### src/rtl/freq_meas_pkg.sv
// Shared types and constants for the frequency-meter measurement scheduler.
// Holds the state encoding, frame constants and the frame byte selector.
package freq_meas_pkg;

    localparam int CNT_W     = 32;
    localparam int FRAME_LEN = 10;

    localparam logic [7:0] HDR_OK = 8'h55;
    localparam logic [7:0] HDR_TO = 8'hAA;

    typedef enum logic [2:0] {
        ST_IDLE    = 3'd0,
        ST_CLEAR   = 3'd1,
        ST_GATE    = 3'd2,
        ST_WAIT    = 3'd3,
        ST_SEND    = 3'd4,
        ST_HOLDOFF = 3'd5
    } state_e;

    // Bytes 0..8 of a frame; byte 9 (checksum) is produced by the accumulator.
    function automatic logic [7:0] frame_byte(
        input logic [3:0]       idx,
        input logic [7:0]       hdr,
        input logic [CNT_W-1:0] fx,
        input logic [CNT_W-1:0] gate
    );
        logic [7:0] b;
        case (idx)
            4'd0:    b = hdr;
            4'd1:    b = fx[31:24];
            4'd2:    b = fx[23:16];
            4'd3:    b = fx[15:8];
            4'd4:    b = fx[7:0];
            4'd5:    b = gate[31:24];
            4'd6:    b = gate[23:16];
            4'd7:    b = gate[15:8];
            4'd8:    b = gate[7:0];
            default: b = 8'h00;
        endcase
        return b;
    endfunction

endpackage

### src/rtl/freq_meas_sched_if.sv
// Byte stream from the measurement scheduler to the UART transmitter.
// The master presents tx_data/tx_valid; the slave answers with tx_ready.
interface freq_meas_sched_if;
    logic [7:0] tx_data;
    logic       tx_valid;
    logic       tx_ready;

    modport master (output tx_data, output tx_valid, input tx_ready);
    modport slave  (input tx_data, input tx_valid, output tx_ready);
endinterface

### src/rtl/freq_meas_sched_frame_tx.sv
// Frame sequencer: latches a measurement on load and streams the 10-byte
// frame over valid/ready, summing bytes 1..8 into the trailing checksum.
module meas_frame_tx
    import freq_meas_pkg::*;
(
    input  logic             clk,
    input  logic             rst,
    input  logic             load,
    input  logic [7:0]       hdr,
    input  logic [CNT_W-1:0] fx,
    input  logic [CNT_W-1:0] gate,
    freq_meas_sched_if.master tx,
    output logic             last_xfer,
    output logic             done
);

    localparam logic [3:0] LAST_IDX = 4'(FRAME_LEN - 1);

    logic [7:0]       hdr_q, hdr_d;
    logic [CNT_W-1:0] fx_q, fx_d;
    logic [CNT_W-1:0] gate_q, gate_d;
    logic [3:0]       idx_q, idx_d;
    logic [7:0]       chk_q, chk_d;
    logic [7:0]       data_q, data_d;
    logic             valid_q, valid_d;
    logic             done_q, done_d;
    logic             xfer_s;

    assign xfer_s    = valid_q & tx.tx_ready;
    assign last_xfer = xfer_s & (idx_q == LAST_IDX);

    // Next-state for the byte index, checksum and presented byte.
    always_comb begin
        hdr_d   = hdr_q;
        fx_d    = fx_q;
        gate_d  = gate_q;
        idx_d   = idx_q;
        chk_d   = chk_q;
        data_d  = data_q;
        valid_d = valid_q;
        done_d  = 1'b0;
        if (load && !valid_q) begin
            hdr_d   = hdr;
            fx_d    = fx;
            gate_d  = gate;
            idx_d   = 4'd0;
            chk_d   = 8'h00;
            data_d  = hdr;
            valid_d = 1'b1;
        end else if (xfer_s) begin
            if (idx_q == LAST_IDX) begin
                idx_d   = 4'd0;
                data_d  = 8'h00;
                valid_d = 1'b0;
                done_d  = 1'b1;
            end else begin
                idx_d = idx_q + 4'd1;
                // The header never enters the checksum.
                if (idx_q != 4'd0) begin
                    chk_d = chk_q + data_q;
                end else begin
                    chk_d = chk_q;
                end
                if (idx_q == (LAST_IDX - 4'd1)) begin
                    data_d = chk_q + data_q;
                end else begin
                    data_d = frame_byte(idx_q + 4'd1, hdr_q, fx_q, gate_q);
                end
            end
        end else begin
            idx_d = idx_q;
        end
    end

    // Frame registers with synchronous reset.
    always_ff @(posedge clk) begin
        if (rst) begin
            hdr_q   <= 8'h00;
            fx_q    <= {CNT_W{1'b0}};
            gate_q  <= {CNT_W{1'b0}};
            idx_q   <= 4'd0;
            chk_q   <= 8'h00;
            data_q  <= 8'h00;
            valid_q <= 1'b0;
            done_q  <= 1'b0;
        end else begin
            hdr_q   <= hdr_d;
            fx_q    <= fx_d;
            gate_q  <= gate_d;
            idx_q   <= idx_d;
            chk_q   <= chk_d;
            data_q  <= data_d;
            valid_q <= valid_d;
            done_q  <= done_d;
        end
    end

    assign tx.tx_data  = data_q;
    assign tx.tx_valid = valid_q;
    assign done        = done_q;

endmodule

### src/rtl/freq_meas_sched.sv
// Measurement scheduler: clear, gate window, wait for counts (with timeout),
// ship the result frame, hold off, and repeat while en stays high.
module freq_meas_sched
    import freq_meas_pkg::*;
#(
    parameter logic [31:0] GATE_CYCLES    = 32'd20_000_000,
    parameter logic [31:0] HOLDOFF_CYCLES = 32'd1_000_000,
    parameter logic [31:0] TIMEOUT_CYCLES = 32'd1_000_000
) (
    input  logic             clk,
    input  logic             rst,
    input  logic             en,
    output logic             cnt_clr,
    output logic             gate_en,
    input  logic             cnt_done,
    input  logic [CNT_W-1:0] fx_cnt,
    input  logic [CNT_W-1:0] gate_cnt,
    freq_meas_sched_if.master tx,
    output logic             busy,
    output logic             meas_done
);

    localparam logic [2:0] S_IDLE    = ST_IDLE;
    localparam logic [2:0] S_CLEAR   = ST_CLEAR;
    localparam logic [2:0] S_GATE    = ST_GATE;
    localparam logic [2:0] S_WAIT    = ST_WAIT;
    localparam logic [2:0] S_SEND    = ST_SEND;
    localparam logic [2:0] S_HOLDOFF = ST_HOLDOFF;

    // Counters run down to zero from N-1 so a state lasts exactly N cycles.
    localparam logic [CNT_W-1:0] GATE_LOAD = (GATE_CYCLES    > 32'd0) ? (GATE_CYCLES    - 32'd1) : 32'd0;
    localparam logic [CNT_W-1:0] HOLD_LOAD = (HOLDOFF_CYCLES > 32'd0) ? (HOLDOFF_CYCLES - 32'd1) : 32'd0;
    localparam logic [CNT_W-1:0] TO_LOAD   = (TIMEOUT_CYCLES > 32'd0) ? (TIMEOUT_CYCLES - 32'd1) : 32'd0;

    logic [2:0]       state_q, state_d;
    logic [CNT_W-1:0] win_q, win_d;
    logic [CNT_W-1:0] to_q, to_d;
    logic             cnt_clr_q, cnt_clr_d;
    logic             gate_en_q, gate_en_d;
    logic             busy_q, busy_d;

    logic             load_s;
    logic [7:0]       hdr_s;
    logic [CNT_W-1:0] fx_s;
    logic [CNT_W-1:0] gate_s;
    logic             last_xfer_s;
    logic             done_s;

    // FSM next-state, counter reloads and frame load request.
    always_comb begin
        state_d = state_q;
        win_d   = win_q;
        to_d    = to_q;
        load_s  = 1'b0;
        hdr_s   = HDR_OK;
        fx_s    = {CNT_W{1'b0}};
        gate_s  = {CNT_W{1'b0}};
        case (state_q)
            S_IDLE: begin
                if (en) begin
                    state_d = S_CLEAR;
                end else begin
                    state_d = S_IDLE;
                end
            end
            S_CLEAR: begin
                if (!en) begin
                    state_d = S_IDLE;
                end else begin
                    state_d = S_GATE;
                    win_d   = GATE_LOAD;
                end
            end
            S_GATE: begin
                if (!en) begin
                    state_d = S_IDLE;
                end else if (win_q == 32'd0) begin
                    state_d = S_WAIT;
                    to_d    = TO_LOAD;
                end else begin
                    win_d = win_q - 32'd1;
                end
            end
            S_WAIT: begin
                // A cnt_done coincident with the last timeout cycle still wins.
                if (!en) begin
                    state_d = S_IDLE;
                end else if (cnt_done) begin
                    state_d = S_SEND;
                    load_s  = 1'b1;
                    hdr_s   = HDR_OK;
                    fx_s    = fx_cnt;
                    gate_s  = gate_cnt;
                end else if (to_q == 32'd0) begin
                    state_d = S_SEND;
                    load_s  = 1'b1;
                    hdr_s   = HDR_TO;
                end else begin
                    to_d = to_q - 32'd1;
                end
            end
            S_SEND: begin
                if (last_xfer_s) begin
                    state_d = S_HOLDOFF;
                    win_d   = HOLD_LOAD;
                end else begin
                    state_d = S_SEND;
                end
            end
            S_HOLDOFF: begin
                if (win_q == 32'd0) begin
                    state_d = en ? S_CLEAR : S_IDLE;
                end else begin
                    win_d = win_q - 32'd1;
                end
            end
            default: begin
                state_d = S_IDLE;
            end
        endcase
        cnt_clr_d = (state_d == S_CLEAR);
        gate_en_d = (state_d == S_GATE);
        busy_d    = (state_d != S_IDLE);
    end

    // State, counters and registered control outputs.
    always_ff @(posedge clk) begin
        if (rst) begin
            state_q   <= S_IDLE;
            win_q     <= {CNT_W{1'b0}};
            to_q      <= {CNT_W{1'b0}};
            cnt_clr_q <= 1'b0;
            gate_en_q <= 1'b0;
            busy_q    <= 1'b0;
        end else begin
            state_q   <= state_d;
            win_q     <= win_d;
            to_q      <= to_d;
            cnt_clr_q <= cnt_clr_d;
            gate_en_q <= gate_en_d;
            busy_q    <= busy_d;
        end
    end

    meas_frame_tx u_frame_tx (
        .clk       (clk),
        .rst       (rst),
        .load      (load_s),
        .hdr       (hdr_s),
        .fx        (fx_s),
        .gate      (gate_s),
        .tx        (tx),
        .last_xfer (last_xfer_s),
        .done      (done_s)
    );

    assign cnt_clr   = cnt_clr_q;
    assign gate_en   = gate_en_q;
    assign busy      = busy_q;
    assign meas_done = done_s;

endmodule

### src/flat_wrapper.sv
// flat-port wrapper written by rule: the top's interface ports become plain ports
module freq_meas_sched_flat import freq_meas_pkg::*;
#(
    parameter logic [31:0] GATE_CYCLES    = 32'd20_000_000,
    parameter logic [31:0] HOLDOFF_CYCLES = 32'd1_000_000,
    parameter logic [31:0] TIMEOUT_CYCLES = 32'd1_000_000
)
  (clk, rst, en, cnt_clr, gate_en, cnt_done, fx_cnt, gate_cnt, busy, meas_done, tx_tx_data, tx_tx_valid, tx_tx_ready);
  freq_meas_sched_if tx_i ();
  input  logic clk;
  input  logic rst;
  input  logic en;
  output logic cnt_clr;
  output logic gate_en;
  input  logic cnt_done;
  input  logic [CNT_W-1:0] fx_cnt;
  input  logic [CNT_W-1:0] gate_cnt;
  output logic busy;
  output logic meas_done;
  output wire logic [$bits(tx_i.tx_data)-1:0] tx_tx_data;
  output wire logic [$bits(tx_i.tx_valid)-1:0] tx_tx_valid;
  input wire logic [$bits(tx_i.tx_ready)-1:0] tx_tx_ready;
  assign tx_tx_data = tx_i.tx_data;
  assign tx_tx_valid = tx_i.tx_valid;
  assign tx_i.tx_ready = tx_tx_ready;
  freq_meas_sched #(.GATE_CYCLES(GATE_CYCLES), .HOLDOFF_CYCLES(HOLDOFF_CYCLES), .TIMEOUT_CYCLES(TIMEOUT_CYCLES)) u_core (.clk(clk), .rst(rst), .en(en), .cnt_clr(cnt_clr), .gate_en(gate_en), .cnt_done(cnt_done), .fx_cnt(fx_cnt), .gate_cnt(gate_cnt), .tx(tx_i), .busy(busy), .meas_done(meas_done));
endmodule
### config.mk
export PLATFORM = sky130hd
export DESIGN_NAME = freq_meas_sched_flat
export DESIGN_NICKNAME = d
export VERILOG_FILES = /design/src/rtl/freq_meas_pkg.sv /design/src/rtl/freq_meas_sched_if.sv /design/src/rtl/freq_meas_sched_frame_tx.sv /design/src/rtl/freq_meas_sched.sv /design/src/flat_wrapper.sv
export SDC_FILE = /design/constraint.sdc
export NUM_CORES = 1
export LEC_CHECK = 0
export CORE_MARGIN = 2
export CORE_UTILIZATION = 36
export CTS_BUF_LIST = sky130_fd_sc_hd__clkbuf_8
export CTS_CLUSTER_SIZE = 12
export DETAILED_ROUTE_END_ITERATION = 6
export PLACE_DENSITY = 0.67
export SLEW_MARGIN = 25
export SYNTH_ARGS = -nofsm -noshare
export SYNTH_HDL_FRONTEND = slang
export SYNTH_SLANG_ARGS = --single-unit
### constraint.sdc
create_clock -name clk -period 5.5 [get_ports clk]
set_input_delay 1.1 -clock clk [delete_from_list [all_inputs] [get_ports clk]]
set_output_delay 1.1 -clock clk [all_outputs]
set_load 0.01 [all_outputs]
==> run summary <==
The wire length of the first global-routing pass came out at 32.8 mm. The number of global-route vias before repair came out at 6218. Clock tree synthesis inserted a total of 17 buffers. Measured against its own limit, the worst slew margin works out to 39.9%.

Between clock sinks in the finished design, the worst skew comes to 0.0154 ns. The total iterations of the first detailed-routing run is 6. The fraction of registers with async set/reset came out at 0%.

Clock tree synthesis selected as its root buffer the cell clkbuf_8. The total negative setup slack is 0 ns. The number of setup violations in the final report is 0. The path class of the lowest-slack min-delay path is register to register. At the end of the flow the core is filled with cells to 44.1%. The area fraction of the dominant cell type after synthesis is 42.0%. The largest fanout on the critical path came out at 12. Setup repair after global routing left no endpoint under its margin. The initial antenna violation count was 0.

The routed layout has 6749 vias. The number of clock sinks is 158. After synthesis the cells add up to 7540 um^2. The per-cell routed wire length is 16.7 um. The area of the die came out at 22100 um^2. The finished cells cover 8980 um^2. The number of synthesized register bits is 158.

STA classifies the critical path startpoint as an input pin. The number of fill cells is 2043. The global placement routability congestion came out at 0.858.

The vertical extent of the die is 149 um. For this design the top-level I/O count stands at 82. Data arrives at the worst endpoint at 3.72 ns. The count of instances resized after the clock tree is built came out at 0. For the pin with the worst max-slew slack, the measured transition is 0.898 ns.

The number of pins with negative max-slew slack in the final report came to 0. The buffers inserted during post-CTS setup optimization came out at 0. The core region area came out at 20400 um^2. In this run the mean area of a mapped cell was 8.62 um^2. The critical path class is input pin to register. The total power of the final layout came out at 2.31 mW.

The static leakage is 3.31 nW. Counting distinct cell types in the post-synthesis netlist gives 70. Synthesis handed over a netlist of 874 instances. By count the netlist is led by dfxtp_1, nor2_1, a22o_1, nand2_1, a21oi_1. The detail route stage leaves a number of antenna-violating nets equal to 0. The largest vdd supply drop is 165 uV. The worst setup path is captured at a register.

TritonCTS built the clock tree. The clock passes through at most 2 buffers. Clock-pin slew was measured on the worst setup and hold paths at 0.09 ns. Measured along the x axis, the die boundary spans 149 um. The count of buffers inserted at the top-level ports is 81.

By area the synthesized netlist is led by dfxtp_1, a22o_1, nor2_1. The share of the clock period used by the worst path after layout came out at 62.1%. For this run, the leading register cell type out of synthesis is dfxtp_1. The dominant cell type by area after synthesis is dfxtp_1. The effective utilization at floorplan came out at 37.0%. The final-report hold violation count is 0.

Subtracting the final worst setup slack from the clock period gives 3.42 ns. The worst hold margin is 0.476 ns. The total nets after synthesis came out at 961. In the routed design, unresolved DRC markers number 0.

Once detailed placement completed, the half-perimeter wirelength came to 14.4 mm. The dominant cell by count in the synthesized netlist is dfxtp_1. The flow ran to the end, and the final reports show no timing, DRC or antenna violations.

The remaining global-route overflow is 0. The number of diodes is 0. The initial DRC count came out at 533. The share of final-layout standard cells stronger than drive strength 1 is 5.93%. Data on the critical path is required at its endpoint by 5.80 ns. For this run, the number of Yosys warnings is 0. The net count of the finished layout is 1019.

The hold buffer count at CTS is 0. The synthesized design contains 0 enable-type register cells. The area added between synthesis and finish is 19.2%. For this block, the routed nets add up to 20.3 mm of wire. The total track usage is 18.6%. The pin count of the biggest net entering global routing came out at 60. The multi-input gate area in the final layout is 4160 um^2. For this run, the top clock speed supported by timing is 293 MHz.

The clock network latency to the later pin of the worst-skew pair came out at 0.45 ns. The number of max-cap violations came out at 0. In this run the core area contains 52 standard-cell rows. The power per unit of standard cell area came out at 258 nW/um^2. The via density per instance came out at 5.56. The number of H-tree levels is 4. The share of synthesized area occupied by flip-flops and latches is 42.0%. Across the whole layout, storage elements account for 3160 um^2. The placed instance area is 8560 um^2.
critical path, cell delays in order:
cell	delay, ns
clkdlybuf4s50_1	0.58
nor2b_1	0.26
nand3_1	0.41
nor2_1	0.43
nand2_1	0.35
nand2b_1	0.50
a211oi_1	0.08
cells by family after synthesis:
logic type | Yosys count | share of synthesized area [%]
AOI/OAI and AO/OA | 236 | 22.6
xor gates and xnor gates | 40 | 4.65
adders and majority gates | 18 | 3.09
buffers and inverters | 62 | 3.29
DFF | 158 | 42.0
muxes | 7 | 0.946
and+or+nand+nor | 353 | 23.4
report_power, final:
group	switching, mW	total, mW	leakage, nW	internal [mW]
sequential	0.0157	1.17	1.27	1.16
combinational	0.127	0.226	1.83	0.0989
clock	0.435	0.916	0.206	0.480
sequential cells by signal, indices dropped and copies added, names as in the netlist, 3 cells and up:
signal and flops:
u_core.to_q 32, u_core.u_frame_tx.fx_q 32, u_core.u_frame_tx.gate_q 32, u_core.win_q 32, u_core.u_frame_tx.chk_q 8, u_core.u_frame_tx.tx.tx_data 8, u_core.u_frame_tx.idx_q 4, u_core.state_q 3
layout make-up:
cell class | instances | area share (%)
Tap cell | 270 | 3.76
Clock buffer | 20 | 3.06
Timing Repair Buffer | 89 | 9.64
Clock inverter | 11 | 1.57
Sequential cell | 158 | 35.2
Inverter | 12 | 0.501
Multi-Input combinational cell | 654 | 46.3
layer usage:
layer | global-route usage [%] | part of all wire, % | wire [um]
met1 | 25.7 | 48 | 9840
met2 | 29.8 | 46 | 9240
met3 | 4.05 | 4.9 | 987
met4 | 4.38 | 1.1 | 230
met5 | 0 | 0 | 0
layout by cell type, fill, tap and decap left out, types with 8 or more instances in the layout:
cell type,netlist,final
a21oi_1,50,49
xnor2_1,17,17
nor3_1,31,30
a211oi_1,11,11
a32oi_1,12,12
clkbuf_8,0,20
nand2b_1,9,9
nor2_1,119,119
o21ai_0,29,29
buf_4,1,8
nor4_1,16,15
and3_1,8,8
a22oi_1,14,14
ha_1,17,17
clkdlybuf4s50_1,0,80
nand3_1,41,41
inv_1,12,14
a22o_1,59,59
a311oi_1,13,13
or3_1,14,14
nand2_1,54,54
dfxtp_1,158,158
xor2_1,23,23
a31oi_1,11,11
nand4_1,8,8
final timing paths:
kind | startpoint | to | slack, ns | cells past startpoint
worst max-delay path | en | u_core.u_frame_tx.chk_q[2] | 2.08 | 7
worst max register to register | u_core.to_q[24] | u_core.u_frame_tx.chk_q[2] | 2.34 | 6
worst min register to register | u_core.to_q[7] | u_core.to_q[7] | 0.48 | 2
worst min-delay path | u_core.to_q[7] | u_core.to_q[7] | 0.48 | 2
through the flow:
stage,worst slack (ns),cells
final,2.08,1214
after global placement,1.79,1183
after floorplan,2.70,874
after global routing,1.83,1214
after CTS,2.16,1214
after detailed placement,1.67,1183
Note: power is estimated with default switching activity, not from simulation.
